### config.mk
export PLATFORM = sky130hd
export DESIGN_NAME = timer_multi
export DESIGN_NICKNAME = d
export VERILOG_FILES = /design/src/rtl/timer_multi.sv
export SDC_FILE = /design/constraint.sdc
export NUM_CORES = 1
export LEC_CHECK = 0
export CAP_MARGIN = 20
export CORE_MARGIN = 2
export CORE_UTILIZATION = 60
export CTS_CLUSTER_DIAMETER = 60
export DETAILED_ROUTE_END_ITERATION = 16
export PLACE_DENSITY = 0.78
export SLEW_MARGIN = 20
export SYNTH_ARGS = -nofsm -noshare
export SYNTH_HDL_FRONTEND = slang
export SYNTH_SLANG_ARGS = --single-unit
### constraint.sdc
create_clock -name clk -period 4.1 [get_ports clk]
set_input_delay 0.82 -clock clk [delete_from_list [all_inputs] [get_ports clk]]
set_output_delay 0.82 -clock clk [all_outputs]
set_load 0.005 [all_outputs]
### src/rtl/timer_multi.sv
// timer_multi
//   Multi-channel sample-wait timer on the CPU byte bus. Each channel counts
//   down a 16-bit number of sample periods. Every channel owns a fractional-N
//   accumulator, so ticks arrive at an exact average rate of FS per CLK clocks.
//   Channels run one-shot or periodic. A per-channel done flag, gated by ien,
//   feeds a shared irq.
//
// Ports
//   clk    : system clock
//   rst    : synchronous reset, active-high
//   wr     : register write strobe, one cycle
//   adr    : adr[AW-1:2] selects the channel, adr[1:0] selects the register
//            (0 CNTL, 1 CNTH, 2 CTRL, 3 STAT)
//   data   : write data
//   rdata  : read data, combinational from adr (00 for channels >= CH)
//   active : per channel, count != 0
//   irq    : OR over channels of (done & ien)
module timer_multi #(
    parameter int unsigned CLK = 3579545,
    parameter int unsigned FS  = 44100,
    parameter int unsigned CH  = 2,
    parameter int unsigned AW  = $clog2(CH) + 2
) (
    input  logic          clk,
    input  logic          rst,
    input  logic          wr,
    input  logic [AW-1:0] adr,
    input  logic [7:0]    data,
    output logic [7:0]    rdata,
    output logic [CH-1:0] active,
    output logic          irq
);

    localparam int unsigned CW   = (CH > 1) ? $clog2(CH) : 1;
    localparam int unsigned ACCW = $clog2(CLK) + 1;
    localparam logic [ACCW-1:0] FS_W  = ACCW'(FS);
    localparam logic [ACCW-1:0] CLK_W = ACCW'(CLK);

    logic [15:0]     count  [CH];
    logic [15:0]     reload [CH];
    logic [ACCW-1:0] acc    [CH];
    logic [ACCW-1:0] acc_sum[CH];
    logic [CH-1:0]   en;
    logic [CH-1:0]   periodic;
    logic [CH-1:0]   ien;
    logic [CH-1:0]   done;
    logic [CH-1:0]   tick;
    logic [CH-1:0]   wsel;
    logic [CW-1:0]   ch_sel;

    // With a single channel there are no channel address bits at all.
    generate
        if (CH == 1) begin : g_sel_one
            assign ch_sel = '0;
        end else begin : g_sel_multi
            assign ch_sel = adr[AW-1:2];
        end
    endgenerate

    // acc stays below CLK, so acc + FS < 2*CLK fits in ACCW bits without overflow.
    always_comb begin
        for (int unsigned i = 0; i < CH; i++) begin
            active[i]  = (count[i] != '0);
            acc_sum[i] = acc[i] + FS_W;
            tick[i]    = en[i] && (count[i] != '0) && (acc_sum[i] >= CLK_W);
            wsel[i]    = wr && (ch_sel == CW'(i));
        end
    end

    assign irq = |(done & ien);

    // Channel indices >= CH never match, so reads of them return 00.
    always_comb begin
        rdata = '0;
        for (int unsigned i = 0; i < CH; i++) begin
            if (ch_sel == CW'(i)) begin
                case (adr[1:0])
                    2'd0:    rdata = count[i][7:0];
                    2'd1:    rdata = count[i][15:8];
                    2'd2:    rdata = {5'b0, done[i], ien[i], periodic[i]};
                    default: rdata = {7'b0, done[i]};
                endcase
            end
        end
    end

    always_ff @(posedge clk) begin
        if (rst) begin
            for (int unsigned i = 0; i < CH; i++) begin
                count[i]  <= '0;
                reload[i] <= '0;
                acc[i]    <= '0;
            end
            en       <= '0;
            periodic <= '0;
            ien      <= '0;
            done     <= '0;
        end else begin
            for (int unsigned i = 0; i < CH; i++) begin
                if (wsel[i] && adr[1:0] == 2'd2) begin
                    periodic[i] <= data[0];
                    ien[i]      <= data[1];
                end
                // Clear comes first so that a terminal tick in the same cycle,
                // assigned below, leaves done set.
                if (wsel[i] && adr[1:0] == 2'd3 && data[0])
                    done[i] <= 1'b0;

                // Count-register writes replace count/acc outright and drop any
                // tick of this cycle.
                if (wsel[i] && adr[1:0] == 2'd0) begin
                    en[i]           <= 1'b0;
                    count[i][7:0]   <= data;
                    reload[i][7:0]  <= data;
                end else if (wsel[i] && adr[1:0] == 2'd1) begin
                    en[i]           <= 1'b1;
                    acc[i]          <= '0;
                    count[i][15:8]  <= data;
                    reload[i][15:8] <= data;
                end else if (tick[i]) begin
                    acc[i] <= acc_sum[i] - CLK_W;
                    if (count[i] == 16'd1) begin
                        done[i]  <= 1'b1;
                        count[i] <= periodic[i] ? reload[i] : '0;
                    end else begin
                        count[i] <= count[i] - 16'd1;
                    end
                end else if (en[i] && count[i] != '0) begin
                    acc[i] <= acc_sum[i];
                end
            end
        end
    end

endmodule

==> results by group <==
Floorplanning
  – Chip height: 125 µm
  – Core ar.: 14400 µm²
  – Initial Utilization: 0.608
  – Cell Rows: 44
  – I/O pin count: 25
  – Die ar.: 15500 µm²
  – Die X: 125 µm

Logic synthesis
  – Post-synth top area cell: edfxtp_1
  – Synth async-reset ratio: 0
  – Yosys top cell area share: 0.378
  – Post-Syn Nets: 948
  – Syn avg cell area: 9.51 µm²
  – Yosys cell types: 87
  – Yosys reg bits: 118
  – Part of the Yosys area used for sequential elements: 0.396
  – Ranking of synthesized cells by area: edfxtp_1, xnor2_1, o21ai_0
  – Syn Std Cell Area: 8740 µm²
  – Yosys warns: 0
  – Post-synth EDFFs: 110
  – Main synth FF type: edfxtp_1
  – Cells after synthesis: 919

Layout
  – # diodes: 0
  – Area Growth Syn to Fin: 10.6%
  – Fillers: 1060
  – Share of cells above drive strength 1: 0.103
  – Final net count: 950
  – Finished Cell Area: 9660 µm²
  – Multi-input gate area: 4860 µm²
  – Core Util, Final: 0.672
  – Reg area: 3460 µm²

Critical path
  – R2r setup slk: 0.27 ns
  – Crit-path max FO: 17
  – Reg2reg end: acc[0][22]$_SDFFCE_PP0P_
  – Critical Path RT: 4.27 ns
  – R2R depth: 10
  – Kind of critical path: flip-flop to flip-flop
  – Startpoint Class: flip-flop
  – CP endpoint kind: flip-flop
  – Slowest library cell on the worst path: edfxtp_1
  – Cell Chain, Critical Path: ha_1 > nand3_1 > a211oi_1 > o21ai_0 > xnor2_1 > nand2_1 > o311ai_4 > buf_4 > o31a_1 > mux2_2
  – CP max stage delay: 0.52 ns
  – Worst path arrival time: 4.00 ns
  – Buffers & Inverters on Critical Path: 1
  – CP top delay family: compound AO/OA/AOI/OAI gates
  – RR Startpoint: acc[0][2]$_SDFFCE_PP0P_

Timing
  – Setup Total Neg Slack: 0 ns
  – Max Fclk: 261 MHz
  – Final hold violation count: 0
  – Pins Over Slew Limit: 0
  – RSZ-0062 raised after global routing: no
  – Tmin final: 3.83 ns
  – Final Cycle Share: 0.934
  – Post-route setup slack: 0.270 ns
  – Clk_skew: 0.0123 ns
  – Worst-Margin Slew: 0.921 ns
  – Setup violations, final: 0
  – Slew HR: 0.386

Power and ir drop
  – Sequential power share: 0.429
  – Leakage: 3.40 nW
  – Peak VDD IR: 0.000335 V
  – P_sw: 0.000999 W
  – P_int: 0.00247 W
  – Power share of the combinational group: 0.159
  – Post-layout power: 0.00346 W
  – Clock power share: 0.412
  – Switching Share: 0.288
  – Power per cell area: 359 nW/µm²

Clock tree
  – CTS Sinks: 118
  – Clk root buf: clkbuf_16
  – Clock latency on the worst-skew pair: 0.43 ns
  – Number of hold buffers added after CTS: 0
  – Setup repair bufs after CTS: 0
  – Depth of the CTS H-tree: 4
  – CTS Buf Count: 17
  – CTS max path bufs: 2
  – Post-cts resize count: 0
  – Clock-pin slew on the worst setup and hold paths: 0.06 ns
  – TritonCTS clock tree: done

Placed design
  – PortBufs: 24
  – RD Place Congestion: 0.940
  – Placed Instance Area: 9090 µm²
  – DPL Wire Length: 16.2 mm
  – Pre-CTS setup slack: 0.357 ns

Min path
  – Worst Hold End: ien[1]$_SDFFE_PP0P_
  – Hold path startpoint: ien[1]$_SDFFE_PP0P_
  – Min-delay worst type: flip-flop to flip-flop
  – Hold Path Stages: 2

GRT
  – Vias in the first global route: 7232
  – First-pass GRT wire length: 37.1 mm
  – Largest net degree at the start of global routing: 34
  – Gr usage total: 0.299
  – Initial antenna violation count: 0
  – Global route overflow: 0

Run status
  – Status: finished clean

Route
  – Post-DR wirelength/cell: 20.7 µm
  – Routed vias/inst: 6.88
  – First-pass DRT Iterations: 6
  – Final ANT Viol Nets: 0
  – Routed WL: 23.1 mm
  – DRT iter0 DRCs: 906
  – Drt drc: 0
  – Vias: 7687

Run
  – Max_cap viols: 0
[sequential cells by signal, summed over array words and instances, names as in the netlist]
| name | cells |
|---|---|
| ien | 2 |
| count | 32 |
| acc | 46 |
| done | 2 |
| reload | 32 |
| en | 2 |
| periodic | 2 |
[layer usage]
| layer | track usage | wire length (µm) | part of all wire | vias up |
|---|---|---|---|---|
| li1 | - | - | - | 3533 |
| met3 | 0.0743 | 2180 | 0.094 | 51 |
| met2 | 0.454 | 10800 | 0.47 | 430 |
| met4 | 0.106 | 451 | 0.019 | 0 |
| met5 | 0 | 0 | 0 | - |
| met1 | 0.418 | 9730 | 0.42 | 3673 |
[cell families after synthesis]
kind of cell	count (synthesis)	share of synthesized area
AO/OA/AOI/OAI	264	0.214
buffers and inverters	97	0.0490
adder cells (fa/ha/maj)	15	0.0215
multiplexers	32	0.0473
flip-flops	118	0.396
AND/OR/NAND/NOR	331	0.210
XOR/XNOR	62	0.0621
[tightest hold or removal path, delay by kind of cell (launching register included)]
kind,cells,cell delay [ns]
DFF,1,0.35
muxes,1,0.09
and+or+nand+nor,1,0.07
[how the worst max path moves through the flow]
stage | from | endpoint | slack [ns] | depth (start not counted)
2_1_floorplan | acc[1][2]$_SDFFCE_PN0P_ | count[1][0]$_DFFE_PP_ | 0.82 | 11
3_3_place_gp | adr[0] | rdata[0] | 0.41 | 4
3_5_place_dp | adr[0] | rdata[0] | 0.36 | 4
4_1_cts | acc[0][2]$_SDFFCE_PP0P_ | acc[0][22]$_SDFFCE_PP0P_ | 0.32 | 10
5_1_grt | acc[0][2]$_SDFFCE_PP0P_ | acc[0][22]$_SDFFCE_PP0P_ | 0.06 | 10
6_report | acc[0][2]$_SDFFCE_PP0P_ | acc[0][22]$_SDFFCE_PP0P_ | 0.27 | 10
[layout by cell type, fill, tap and decap left out, types with 5 or more instances in the layout]
cell type,count
a21o_1,7
a21oi_1,44
a22o_1,13
a31oi_1,29
and2_1,20
and3_1,12
buf_4,25
clkbuf_16,17
clkdlybuf4s50_1,24
clkinv_4,5
dfxtp_1,8
edfxtp_1,110
ha_1,15
inv_1,31
mux2i_1,21
mux4_2,7
nand2_1,56
nand2b_1,15
nand3_1,32
nand3b_1,8
nand4_1,8
nor2_1,64
nor2b_1,13
nor3_1,35
nor3b_1,10
nor4_1,15
o2111ai_1,5
o211ai_1,6
o21a_1,10
o21ai_0,57
o21ai_1,6
o21bai_1,11
o221ai_1,5
o31a_1,6
o31ai_1,5
or4_1,12
xnor2_1,38
xor2_1,24
[through the flow]
step                cells  hold slack [ns]
finish               1118            0.549
global route         1118            0.578
CTS                  1118            0.547
detailed placement   1086            0.534
global placement     1086            0.518
floorplan             919            0.471
[cell usage after synthesis (7+ instances only)]
| cell type | n |
|---|---|
| a21o_1 | 7 |
| a21oi_1 | 44 |
| a22o_1 | 13 |
| a31oi_1 | 29 |
| and2_1 | 20 |
| and3_1 | 12 |
| buf_2 | 20 |
| clkbuf_1 | 39 |
| dfxtp_1 | 8 |
| edfxtp_1 | 110 |
| ha_1 | 15 |
| inv_1 | 31 |
| mux2i_1 | 21 |
| mux4_2 | 7 |
| nand2_1 | 56 |
| nand2b_1 | 15 |
| nand3_1 | 32 |
| nand3b_1 | 8 |
| nand4_1 | 8 |
| nor2_1 | 64 |
| nor2b_1 | 13 |
| nor3_1 | 35 |
| nor3b_1 | 10 |
| nor4_1 | 15 |
| o21a_1 | 10 |
| o21ai_0 | 58 |
| o21bai_1 | 11 |
| or4_1 | 12 |
| xnor2_1 | 38 |
| xor2_1 | 24 |
[power groups by stage]
stage	Sequential [W]	Combinational (W)	Clock, W
after floorplan	0.00145	0.000422	0
after global placement	0.00150	0.000511	0
after detailed placement	0.00151	0.000531	0
after CTS	0.00148	0.000540	0.00143
after global routing	0.00150	0.000598	0.00150
final	0.00149	0.000550	0.00143
[layout make-up]
cell class / count / area share
inverters: 31 / 0.0120
clock inverters: 14 / 0.0132
well taps: 184 / 0.0238
repair buffers: 49 / 0.0443
clock buffers: 18 / 0.0455
multi-input cells: 704 / 0.503
flip-flops and latches: 118 / 0.358
(Power assumes the default switching activity.)
